--- src/rtl/dmem_arb_pkg.sv ---
// Shared definitions for the DataMemory arbiter: state encoding, port indices,
// default widths and the fixed-priority-with-aging winner selection.
package dmem_arb_pkg;

    localparam int DEF_ADDR_W   = 16;
    localparam int DEF_DATA_W   = 16;
    localparam int DEF_MAX_WAIT = 4;

    localparam logic PORT_CPU = 1'b0;
    localparam logic PORT_AUX = 1'b1;

    typedef enum logic [1:0] {
        ST_IDLE   = 2'd0,
        ST_ACCESS = 2'd1,
        ST_ACK    = 2'd2
    } arb_state_t;

    // The CPU port wins unless the aux port has lost too many contested rounds.
    function automatic logic pick_winner(input logic req_cpu, input logic req_aux,
                                         input logic aux_due);
        return (req_aux && (!req_cpu || aux_due)) ? PORT_AUX : PORT_CPU;
    endfunction

endpackage

--- src/rtl/arb_age_counter.sv ---
// Saturating wait counter: counts lost arbitration rounds of a low-priority
// requester and flags when it must be served next.
module arb_age_counter #(
    parameter int MAX_WAIT = 4
) (
    input  logic clk,
    input  logic rst_n,
    input  logic i_inc,
    input  logic i_clr,
    output logic o_at_limit
);

    localparam int CNT_W = (MAX_WAIT < 1) ? 1 : $clog2(MAX_WAIT + 1);
    localparam logic [CNT_W-1:0] LIMIT = CNT_W'(MAX_WAIT);

    logic [CNT_W-1:0] r_cnt;

    always_ff @(posedge clk or negedge rst_n) begin
        if (!rst_n) begin
            r_cnt <= '0;
        end else if (i_clr) begin
            r_cnt <= '0;
        end else if (i_inc && (r_cnt != LIMIT)) begin
            r_cnt <= r_cnt + CNT_W'(1);
        end
    end

    assign o_at_limit = (r_cnt == LIMIT);

endmodule

--- src/rtl/dmem_arbiter.sv ---
// Two-port arbiter/sequencer in front of the 16-bit DataMemory: one access per
// grant (IDLE -> ACCESS -> ACK), registered read data and a one-cycle ack.
module dmem_arbiter
    import dmem_arb_pkg::*;
#(
    parameter int ADDR_W   = DEF_ADDR_W,
    parameter int DATA_W   = DEF_DATA_W,
    parameter int MAX_WAIT = DEF_MAX_WAIT
) (
    input  logic              clk,
    input  logic              rst_n,
    input  logic              req0,
    input  logic              we0,
    input  logic [ADDR_W-1:0] addr0,
    input  logic [DATA_W-1:0] wdata0,
    output logic              ack0,
    output logic [DATA_W-1:0] rdata0,
    input  logic              req1,
    input  logic              we1,
    input  logic [ADDR_W-1:0] addr1,
    input  logic [DATA_W-1:0] wdata1,
    output logic              ack1,
    output logic [DATA_W-1:0] rdata1,
    output logic [ADDR_W-1:0] mem_access_addr,
    output logic [DATA_W-1:0] mem_in,
    output logic              mem_write_en,
    output logic              mem_read_en,
    input  logic [DATA_W-1:0] mem_out,
    output logic              busy
);

    arb_state_t        r_state;
    logic              r_grant;
    logic [ADDR_W-1:0] r_addr;
    logic [DATA_W-1:0] r_wdata;
    logic [DATA_W-1:0] r_rdata0;
    logic [DATA_W-1:0] r_rdata1;
    logic              r_wen;
    logic              r_ren;
    logic              r_ack0;
    logic              r_ack1;
    logic              r_busy;

    logic w_idle;
    logic w_at_limit;
    logic w_win;
    logic w_inc;
    logic w_clr;

    assign w_idle = (r_state == ST_IDLE);
    assign w_win  = pick_winner(req0, req1, w_at_limit);
    // Aging only advances on contested CPU wins; any aux grant or idle aux port resets it.
    assign w_inc  = w_idle & req0 & req1 & (w_win == PORT_CPU);
    assign w_clr  = w_idle & (~req1 | (w_win == PORT_AUX));

    arb_age_counter #(
        .MAX_WAIT (MAX_WAIT)
    ) u_age (
        .clk        (clk),
        .rst_n      (rst_n),
        .i_inc      (w_inc),
        .i_clr      (w_clr),
        .o_at_limit (w_at_limit)
    );

    always_ff @(posedge clk or negedge rst_n) begin
        if (!rst_n) begin
            r_state  <= ST_IDLE;
            r_grant  <= PORT_CPU;
            r_addr   <= '0;
            r_wdata  <= '0;
            r_rdata0 <= '0;
            r_rdata1 <= '0;
            r_wen    <= 1'b0;
            r_ren    <= 1'b0;
            r_ack0   <= 1'b0;
            r_ack1   <= 1'b0;
            r_busy   <= 1'b0;
        end else begin
            case (r_state)
                ST_IDLE: begin
                    if (req0 || req1) begin
                        r_grant <= w_win;
                        r_addr  <= (w_win == PORT_AUX) ? addr1  : addr0;
                        r_wdata <= (w_win == PORT_AUX) ? wdata1 : wdata0;
                        r_wen   <= (w_win == PORT_AUX) ? we1    : we0;
                        r_ren   <= (w_win == PORT_AUX) ? ~we1   : ~we0;
                        r_busy  <= 1'b1;
                        r_state <= ST_ACCESS;
                    end
                end
                ST_ACCESS: begin
                    if (r_ren) begin
                        if (r_grant == PORT_AUX) r_rdata1 <= mem_out;
                        else                     r_rdata0 <= mem_out;
                    end
                    r_wen   <= 1'b0;
                    r_ren   <= 1'b0;
                    r_ack0  <= (r_grant == PORT_CPU);
                    r_ack1  <= (r_grant == PORT_AUX);
                    r_state <= ST_ACK;
                end
                ST_ACK: begin
                    r_ack0  <= 1'b0;
                    r_ack1  <= 1'b0;
                    r_busy  <= 1'b0;
                    r_state <= ST_IDLE;
                end
                default: begin
                    r_wen   <= 1'b0;
                    r_ren   <= 1'b0;
                    r_ack0  <= 1'b0;
                    r_ack1  <= 1'b0;
                    r_busy  <= 1'b0;
                    r_state <= ST_IDLE;
                end
            endcase
        end
    end

    assign mem_access_addr = r_addr;
    assign mem_in          = r_wdata;
    assign mem_write_en    = r_wen;
    assign mem_read_en     = r_ren;
    assign ack0            = r_ack0;
    assign ack1            = r_ack1;
    assign rdata0          = r_rdata0;
    assign rdata1          = r_rdata1;
    assign busy            = r_busy;

endmodule
--- config.mk ---
export PLATFORM = sky130hd
export DESIGN_NAME = dmem_arbiter
export DESIGN_NICKNAME = d
export VERILOG_FILES = /design/src/rtl/dmem_arb_pkg.sv /design/src/rtl/arb_age_counter.sv /design/src/rtl/dmem_arbiter.sv
export SDC_FILE = /design/constraint.sdc
export NUM_CORES = 1
export LEC_CHECK = 0
export CAP_MARGIN = 0
export CELL_PAD_IN_SITES_DETAIL_PLACEMENT = 0
export CELL_PAD_IN_SITES_GLOBAL_PLACEMENT = 1
export CORE_UTILIZATION = 30
export DETAILED_ROUTE_END_ITERATION = 7
export GPL_TIMING_DRIVEN = 0
export PLACE_DENSITY = 0.88
export SETUP_SLACK_MARGIN = 0.05
export SLEW_MARGIN = 15
export SYNTH_ARGS = -nofsm -noshare
export SYNTH_HDL_FRONTEND = slang
export SYNTH_HIERARCHICAL = 1
export SYNTH_SLANG_ARGS = --single-unit
--- constraint.sdc ---
create_clock -name clk -period 5.42 [get_ports clk]
set_clock_uncertainty 0.05 [all_clocks]
set_input_delay 0.542 -clock clk [delete_from_list [all_inputs] [get_ports clk]]
set_output_delay 0.542 -clock clk [all_outputs]
set_load 0.01 [all_outputs]
# Yosys cells after proc, flatten, opt, wreduce, memory -nomap -nowiden
# Cells that the tools add are included.
[word_totals] output_inout_bits=69 ff_bits=75 word_cells=59
[classes] reduce_logical=12 n_eq_ne=5 mux=17 add_sub_neg=1 bitwise=12
[op_table] cell="16-bit two-way mux" count=2
[op_table] cell="1-bit one-hot mux with 2 select lines" count=5
[op_table] cell="1-bit inverter" count=7
[op_table] cell="1-bit two-way mux" count=6
[op_table] cell="3-bit two-way mux" count=2
[op_table] cell="2-bit AND reduction" count=3
[op_table] cell="3-bit AND reduction" count=2
[op_table] cell="1-bit bitwise AND" count=4
[op_table] cell="2-bit one-hot mux with 2 select lines" count=1
[op_table] cell="3-bit by 1-bit adder with 3-bit output, second input constant" count=1
[op_table] cell="3-bit equality test, second input constant" count=1
[op_table] cell="3-bit != test, second input constant" count=1
[op_table] cell="2-bit by 1-bit equality test with 1-bit output, second input constant" count=1
[op_table] cell="2-bit equality test, second input constant" count=1
[op_table] cell="1-bit logical AND" count=2
[op_table] cell="2-bit zero test" count=1
[op_table] cell="1-bit logical OR" count=2
[op_table] cell="2-bit two-way mux" count=1
[op_table] cell="2-bit by 1-bit != test with 1-bit output, second input constant" count=1
[op_table] cell="2-bit nonzero test" count=1
[op_table] cell="1-bit zero test" count=1
[op_table] cell="1-bit OR" count=1

# Depth between registers and ports, before layout
# Gate-level depths: netlist of the first run.
[depth] depth_word=9 depth_mapped=9

# Modules after synthesis
# Netlist of the first run, hierarchy kept.
[modules_own_cells] module="dmem_arbiter" cells_each=291 instances=1 area_each_um2=3224.3 seq_area_each_um2=1801.7
[modules_own_cells] module="arb_age_counter" cells_each=18 instances=1 area_each_um2=197.7 seq_area_each_um2=75.1

# Least setup slack after synthesis of the first run
# No wires, ideal clock.
[synth_path] path_type="reg2reg" from="register u_age.r_cnt[0]" to="register u_age.r_cnt[0]" path_stages_with_launch=10 synth_period_minus_slack_ns=2.161 arrival_ns=1.986 path_buffers=2 path_slack_ns=3.259 cell_sequence="dfrtp_1 > inv_1 > ha_1 > and2_1 > nand2b_1 > buf_2 > clkbuf_1 > nor3_1 > a21boi_2 > mux2_4"
[synth_via] elab_chain_cells=8 elab_cells_between_ends=14 cone_classes="add/sub: 1; eq/ne: 2; mux: 3; bitwise: 4; reduce/logical: 4"
[synth_lines] element="start: declaration" line_no="arb_age_counter.sv:16" source="logic [CNT_W-1:0] r_cnt;"
[synth_lines] element="start signal: assignment" line_no="arb_age_counter.sv:24" source="r_cnt <= r_cnt + CNT_W'(1);"
[synth_lines] element="3-bit equality test" line_no="arb_age_counter.sv:28" source="assign o_at_limit = (r_cnt == LIMIT);"
[synth_lines] element="via w_at_limit" line_no="dmem_arbiter.sv:45" source="logic w_at_limit;"
[synth_lines] element="1-bit logical OR" line_no="dmem_arb_pkg.sv:21" source="return (req_aux && (!req_cpu || aux_due)) ? PORT_AUX : PORT_CPU;"
[synth_lines] element="1-bit logical AND" line_no="dmem_arb_pkg.sv:21"
[synth_lines] element="1-bit two-way mux" line_no="dmem_arb_pkg.sv:21"
[synth_lines] element="1-bit inverter" line_no="dmem_arbiter.sv:53" source="assign w_inc = w_idle & req0 & req1 & (w_win == PORT_CPU);"
[synth_lines] element="1-bit bitwise AND" line_no="dmem_arbiter.sv:53"
[synth_lines] element="via w_inc" line_no="dmem_arbiter.sv:47" source="logic w_inc;"
[synth_lines] element="1-bit logical AND" line_no="arb_age_counter.sv:23" source="end else if (i_inc && (r_cnt != LIMIT)) begin"
[synth_lines] element="2-bit nonzero test (no line)"
# The timed path passes the listed nets, and every way through them passes these cells. The select of a mux whose other input is x is not followed.
# A chain may end at the register's enable or synchronous reset.

# Final worst setup path of the first run
# Same ends and word-level chain as after synthesis.

==> flow_summary_export.csv, run 1 <==
group,metric,value,unit
clock_tree,cts_sinks,75,
cells_and_area,post_route_cells_drive_above_1_share,14.2,%
critical_path,start_kind,"flip-flop",
synthesis,syn-cell-area,3420,µm²
timing,relSlewSlack,65.4,%
critical_path,r2r-start,"u_age/r_cnt[0]",
global_routing,grt_pass1_wl,15500,µm
global_routing,grt_pass1_vias,3122,
global_routing,grt_max_degree,40,
timing,finalSetupTns,0,ps
timing,max_freq,0.399,GHz
critical_path,required,5580,ps
critical_path,cp-end-kind,"flip-flop",
routing,dr.pass1.iters,4,
synthesis,syn_inst,309,
clock_tree,cts_buffer_depth,2,
global_routing,antenna_found_initial,0,
cells_and_area,regArea,1880,µm²
synthesis,synth_cell_types,34,
routing,drc,0,
critical_path,crit_type,"flip-flop to flip-flop",
clock_tree,h-tree-depth,3,
cells_and_area,fin_util,49.8,%
timing,worst_slew_pin_slew,519,ps
die,die_x,109,µm
job,maxCapViolations,0,
synthesis,yosys.area.top_type,"dfrtp_1",
run_status,status,"complete, no violations",
clock_tree,worstSkewPairLatency,340,ps
place,dp.cells,604,
clock_tree,path_clk_slew,60,ps
synthesis,ys_seq_area_share,54.8,%
cells_and_area,instances_no_fill,620,
clock_tree,clockRootBuffer,"clkbuf_16",
clock_tree,cts_made_buffers,9,
cells_and_area,num_antenna_cells,0,
routing,drtIter0Drc,162,
synthesis,synth_top_area_share,54.8,%
timing,setup_viol,0,
place,io_buffers,154,
synthesis,synth-seq-cells,75,
die,dieArea,11800,µm²
power_and_ir_drop,leakage,2.16,nW
critical_path,reg2reg_depth,9,
cells_and_area,nets,563,
cells_and_area,multiInputGateArea,1370,µm²
routing,wirelength,9850,µm
critical_path,arrival,2670,ps
synthesis,synth_ff_type,"dfrtp_1",
timing,drv_slew,0,
synthesis,synth-edff-count,0,
power_and_ir_drop,power_density,544,nW/µm²
routing,via_per_inst,5.02,
global_routing,gr-total-overflow,0,
clock_tree,post_cts_buffers,0,
critical_path,crit_path_max_incr_delay,390,ps
place,gp_congestion,0.752,
timing,period_needed,2500,ps
timing,post-route-period-util,46.2,%
cells_and_area,nFillCells,1010,
critical_path,r2r_end,"u_age/r_cnt[0]",
clock_tree,postCtsResizedCells,0,
die,pin_count,155,
clock_tree,cts_hold_buf,0,
timing,hold_slack,130,ps
place,hpwl,7380,µm
die,rows,38,
critical_path,crit_fanout,10,
cells_and_area,syn2layout_area_growth,59.9,%
timing,hold_viol_final,0,
synthesis,yosysWarnings,6,
die,die_h,109,µm
clock_tree,cts_tree,"yes",
routing,antenna_left,0,
routing,wl_per_cell,15.9,µm
critical_path,worst_path_max_delay_cell,"dfrtp_1",
synthesis,async_reset_ff_share,100,%
die,core_area,11000,µm²
die,start_util,31.2,%
critical_path,cp_cell_sequence,"inv_1 -> ha_1 -> and2_1 -> nand2b_1 -> buf_2 -> clkbuf_1 -> nor3_1 -> a21boi_2 -> mux2_4",
global_routing,grt_usage,17.1,%
routing,vias,3111,
synthesis,synth.avg_cell_area,11.1,µm²
synthesis,synthTopCellsByArea,"dfrtp_1 (55%), mux2_2 (7.2%), a31oi_1 (5.9%)",
synthesis,syn-num-nets,397,
worst_hold_path,hp-class,"input port to async pin",
critical_path,r2r_slack,2920,ps
timing,rsz0062_at_grt,"no",
power_and_ir_drop,vdd_ir_drop_max,0.245,mV
## state kept, by name, summed over array words and instances, names as in the netlist
register and cells:
mem_access_addr 16, mem_in 16, rdata0 16, rdata1 16, u_age/r_cnt 3, r_state 2, ack0 1, ack1 1
busy 1, mem_read_en 1, mem_write_en 1, r_grant 1
## cell type report
cell class	count	share of cell area [%]
clock buffers	11	4.62
clock inverters	5	1.12
flip-flops and latches	75	34.3
inverters	6	0.412
well taps	140	3.20
repair buffers	155	28.5
plain buffers	28	2.74
multi-input cells	200	25.1
## layer usage
layer,track usage (%),share of wire [%]
met1,21.2,43
met2,27.7,47
met3,6.16,8.7
met4,5.60,1.2
met5,0,0
## critical path, delay by kind of cell (launching register included)
| kind | cells | cell delay [ps] |
|---|---|---|
| AND/OR/NAND/NOR | 3 | 620 |
| buffers and inverters | 3 | 520 |
| flip-flops | 1 | 390 |
| multiplexers | 1 | 320 |
| AO/OA/AOI/OAI | 1 | 290 |
| adder cells (fa/ha/maj) | 1 | 220 |
## logic make-up after synthesis
group / after synthesis / synth area share, %
AOI/OAI and AO/OA: 106 / 17.1
DFF: 75 / 54.8
and+or+nand+nor: 56 / 9.29
muxes: 36 / 12.9
buffers and inverters: 34 / 5.05
adders and majority gates: 2 / 0.731
## layout by cell type (no fill, tap or decap), drive strengths merged, types with 2 or more instances in the layout
| cell type | n |
|---|---|
| a21oi | 35 |
| a31oi | 32 |
| buf | 11 |
| clkbuf | 30 |
| clkdlybuf4s50 | 153 |
| clkinvlp | 3 |
| dfrtp | 75 |
| ha | 2 |
| inv | 6 |
| mux2 | 33 |
| mux2i | 3 |
| nand2b | 3 |
| nand3 | 35 |
| nor2 | 5 |
| nor2b | 4 |
| nor3 | 2 |
| o21ai | 35 |
| or2 | 2 |
## worst max-delay path by stage
| stage | from | end | slack (ps) | cells past startpoint |
|---|---|---|---|---|
| 6_report | u_age/r_cnt[0] | u_age/r_cnt[0] | 2920 | 9 |
| 5_1_grt | u_age/r_cnt[0] | u_age/r_cnt[0] | 2770 | 9 |
| 4_1_cts | u_age/r_cnt[0] | u_age/r_cnt[0] | 2920 | 9 |
| 3_5_place_dp | req0 | u_age/r_cnt[0] | 2750 | 7 |
| 3_3_place_gp | rst_n | mem_in[15] | 1190 | 1 |
| 2_1_floorplan | u_age/r_cnt[0] | u_age/r_cnt[0] | 3260 | 9 |
## cell usage after synthesis, drive strengths merged, types with 2 or more instances
cell type and instances:
nor3 2, inv 6, nand2b 3, a31oi 32
mux2i 3, a21oi 35, dfrtp 75, ha 2
nor2 5, nor2b 4, clkbuf 19, o21ai 35
mux2 33, buf 9, nand3 35, or2 2
## power by group
group,switching (W),leakage (nW),internal (W)
logic,0.000570,1.14,0.000789
registers,0.000164,0.878,0.000839
clock network,0.000233,0.144,0.000382
total,0.000967,2.16,0.00201
## through the flow
stage | total power, W | instance area, µm² | setup WS (ps)
floorplan | 0.00163 | 3420 | 3260
global placement | 0.00234 | 5140 | 1190
detailed placement | 0.00238 | 5160 | 2750
CTS | 0.00301 | 5470 | 2920
global route | 0.00316 | 5470 | 2770
finish | 0.00298 | 5470 | 2920
Power figures use the tool's default switching activity.
==> inputs of run 2 (changes only) <==
==> constraint.sdc (replaced) <==
create_clock -name clk -period 2.4 [get_ports clk]
set_clock_uncertainty 0.05 [all_clocks]
set_input_delay 0.24 -clock clk [delete_from_list [all_inputs] [get_ports clk]]
set_output_delay 0.24 -clock clk [all_outputs]
set_load 0.01 [all_outputs]
==> flow_summary_export.csv, run 2 (synthesized netlist as in run 1, its figures left out) <==
group,metric,value,unit
routing,via_per_inst,5.00,
critical_path,start_kind,"flip-flop",
die,core_area,11000,µm²
routing,wirelength,9830,µm
timing,worst_slew_pin_slew,522,ps
clock_tree,cts_buffer_depth,2,
timing,rsz0062_at_grt,"yes",
critical_path,endpoint,"u_age/r_cnt[1]",
place,gp_congestion,0.752,
timing,hold_slack,369,ps
routing,dr.pass1.iters,6,
power_and_ir_drop,total_power,0.00672,W
power_and_ir_drop,combPwrFrac,45.6,%
timing,hold_viol_final,0,
cells_and_area,nFillCells,1008,
clock_tree,cts_made_buffers,9,
critical_path,r2r-start,"u_age/r_cnt[0]",
cells_and_area,final_common_cell,"clkdlybuf4s50_1",
power_and_ir_drop,switchingPower,0.00218,W
power_and_ir_drop,internal_power,0.00454,W
place,pre_cts_ws,-82.9,ps
die,die_h,109,µm
cells_and_area,num_antenna_cells,0,
clock_tree,clockRootBuffer,"clkbuf_16",
global_routing,grt_pass1_wl,15400,µm
timing,max_freq,0.455,GHz
power_and_ir_drop,clkPwrFrac,20.7,%
timing,post-route-period-util,91.6,%
routing,drc,0,
timing,drv_slew,0,
power_and_ir_drop,power_density,1230,nW/µm²
worst_hold_path,hp-class,"input port to async pin",
cells_and_area,post_route_cells_drive_above_1_share,14.6,%
clock_tree,worstSkewPairLatency,330,ps
die,pin_count,155,
run_status,status,"complete, no violations",
timing,period_needed,2200,ps
critical_path,arrival,2400,ps
cells_and_area,fin_util,49.9,%
clock_tree,cts_tree,"yes",
global_routing,gr-total-overflow,0,
power_and_ir_drop,leakage,2.17,nW
cells_and_area,syn2layout_area_growth,60.3,%
timing,relSlewSlack,65.2,%
clock_tree,cts_sinks,75,
routing,wl_per_cell,15.9,µm
power_and_ir_drop,vdd_ir_drop_max,0.551,mV
critical_path,cp-end-kind,"flip-flop",
critical_path,required,2600,ps
routing,antenna_left,0,
global_routing,grt_usage,17.1,%
critical_path,crit_type,"flip-flop to flip-flop",
cells_and_area,nets,563,
cells_and_area,layout_common_cells,"clkdlybuf4s50_1 (153), dfrtp_1 (75), a21oi_1 (35), o21ai_0 (35), nand3_1 (34)",
critical_path,r2r_slack,200,ps
power_and_ir_drop,switching_share,32.4,%
power_and_ir_drop,pwr-share-seq,33.7,%
clock_tree,h-tree-depth,3,
timing,setup_viol,0,
critical_path,crit_fanout,10,
timing,finalSetupTns,0,ps
place,hpwl,7380,µm
clock_tree,path_clk_slew,60,ps
routing,vias,3102,
die,rows,38,
critical_path,startpoint,"u_age/r_cnt[0]",
die,dieArea,11800,µm²
global_routing,grt_pass1_vias,3103,
routing,drtIter0Drc,133,
die,start_util,31.2,%
timing,fin_ws,201,ps
critical_path,reg2reg_depth,8,
global_routing,grt_max_degree,40,
global_routing,antenna_found_initial,0,
place,io_buffers,154,
job,maxCapViolations,0,
critical_path,r2r_end,"u_age/r_cnt[1]",
die,die_x,109,µm
[run 2: worst max-delay path, stage by stage, from the launching register on]
cell	delay, ps
dfrtp_1	380
inv_1	60
ha_1	220
and2_1	190
nor2b_2	290
clkbuf_1	370
a21oi_1	230
nand2b_1	200
mux2i_1	130
[run 2: layout make-up]
class	instances	area, µm²	share of cell area, %
flip-flops and latches	75	1880	34.2
clock buffers	11	253	4.61
plain buffers	27	146	2.67
inverters	6	22.5	0.411
well taps	140	175	3.19
multi-input cells	200	1380	25.2
clock inverters	5	61.3	1.12
repair buffers	156	1570	28.6
[run 2: how the worst min path moves through the flow]
stage                      from          to  slack, ps  cells after the start
after global placement     busy        busy        420                      1
after CTS                 rst_n   rdata0[6]        380                      2
after detailed placement  rst_n   rdata0[6]        200                      1
after global routing      rst_n  rdata1[15]        430                      2
final                     rst_n   rdata0[6]        370                      2
after floorplan           rst_n        ack0       -110                      0
[run 2: repair_timing]
action / 4_1_cts / 5_1_grt
endpoints found under the setup margin: 2 / 2
hold buffers: 1 / 0
gates resized for setup: 1 / 1
hold endpoints to repair: 38 / 0
buffers inserted: 0 / 0
[run 2: per-stage QoR]
step	cell area [µm²]	std cells
after global placement	5140	603
final	5480	620
after floorplan	3420	309
after CTS	5480	620
after detailed placement	5160	604
after global routing	5480	620
[run 2: power by group through the flow]
stage	Combinational (W)	Clock [W]	Sequential (W)
final	0.00307	0.00139	0.00226
after global routing	0.00332	0.00148	0.00233
after CTS	0.00311	0.00142	0.00226
after detailed placement	0.00309	0	0.00228
after global placement	0.00304	0	0.00225
after floorplan	0.00117	0	0.00251
[run 2: layer usage]
metal	GRT usage [%]	vias up	part of all wire [%]
met1	21.2	1490	42
met3	5.26	12	8.9
met4	7.05	0	1.5
met2	27.5	136	47
met5	0	-	0
li1	-	1464	-
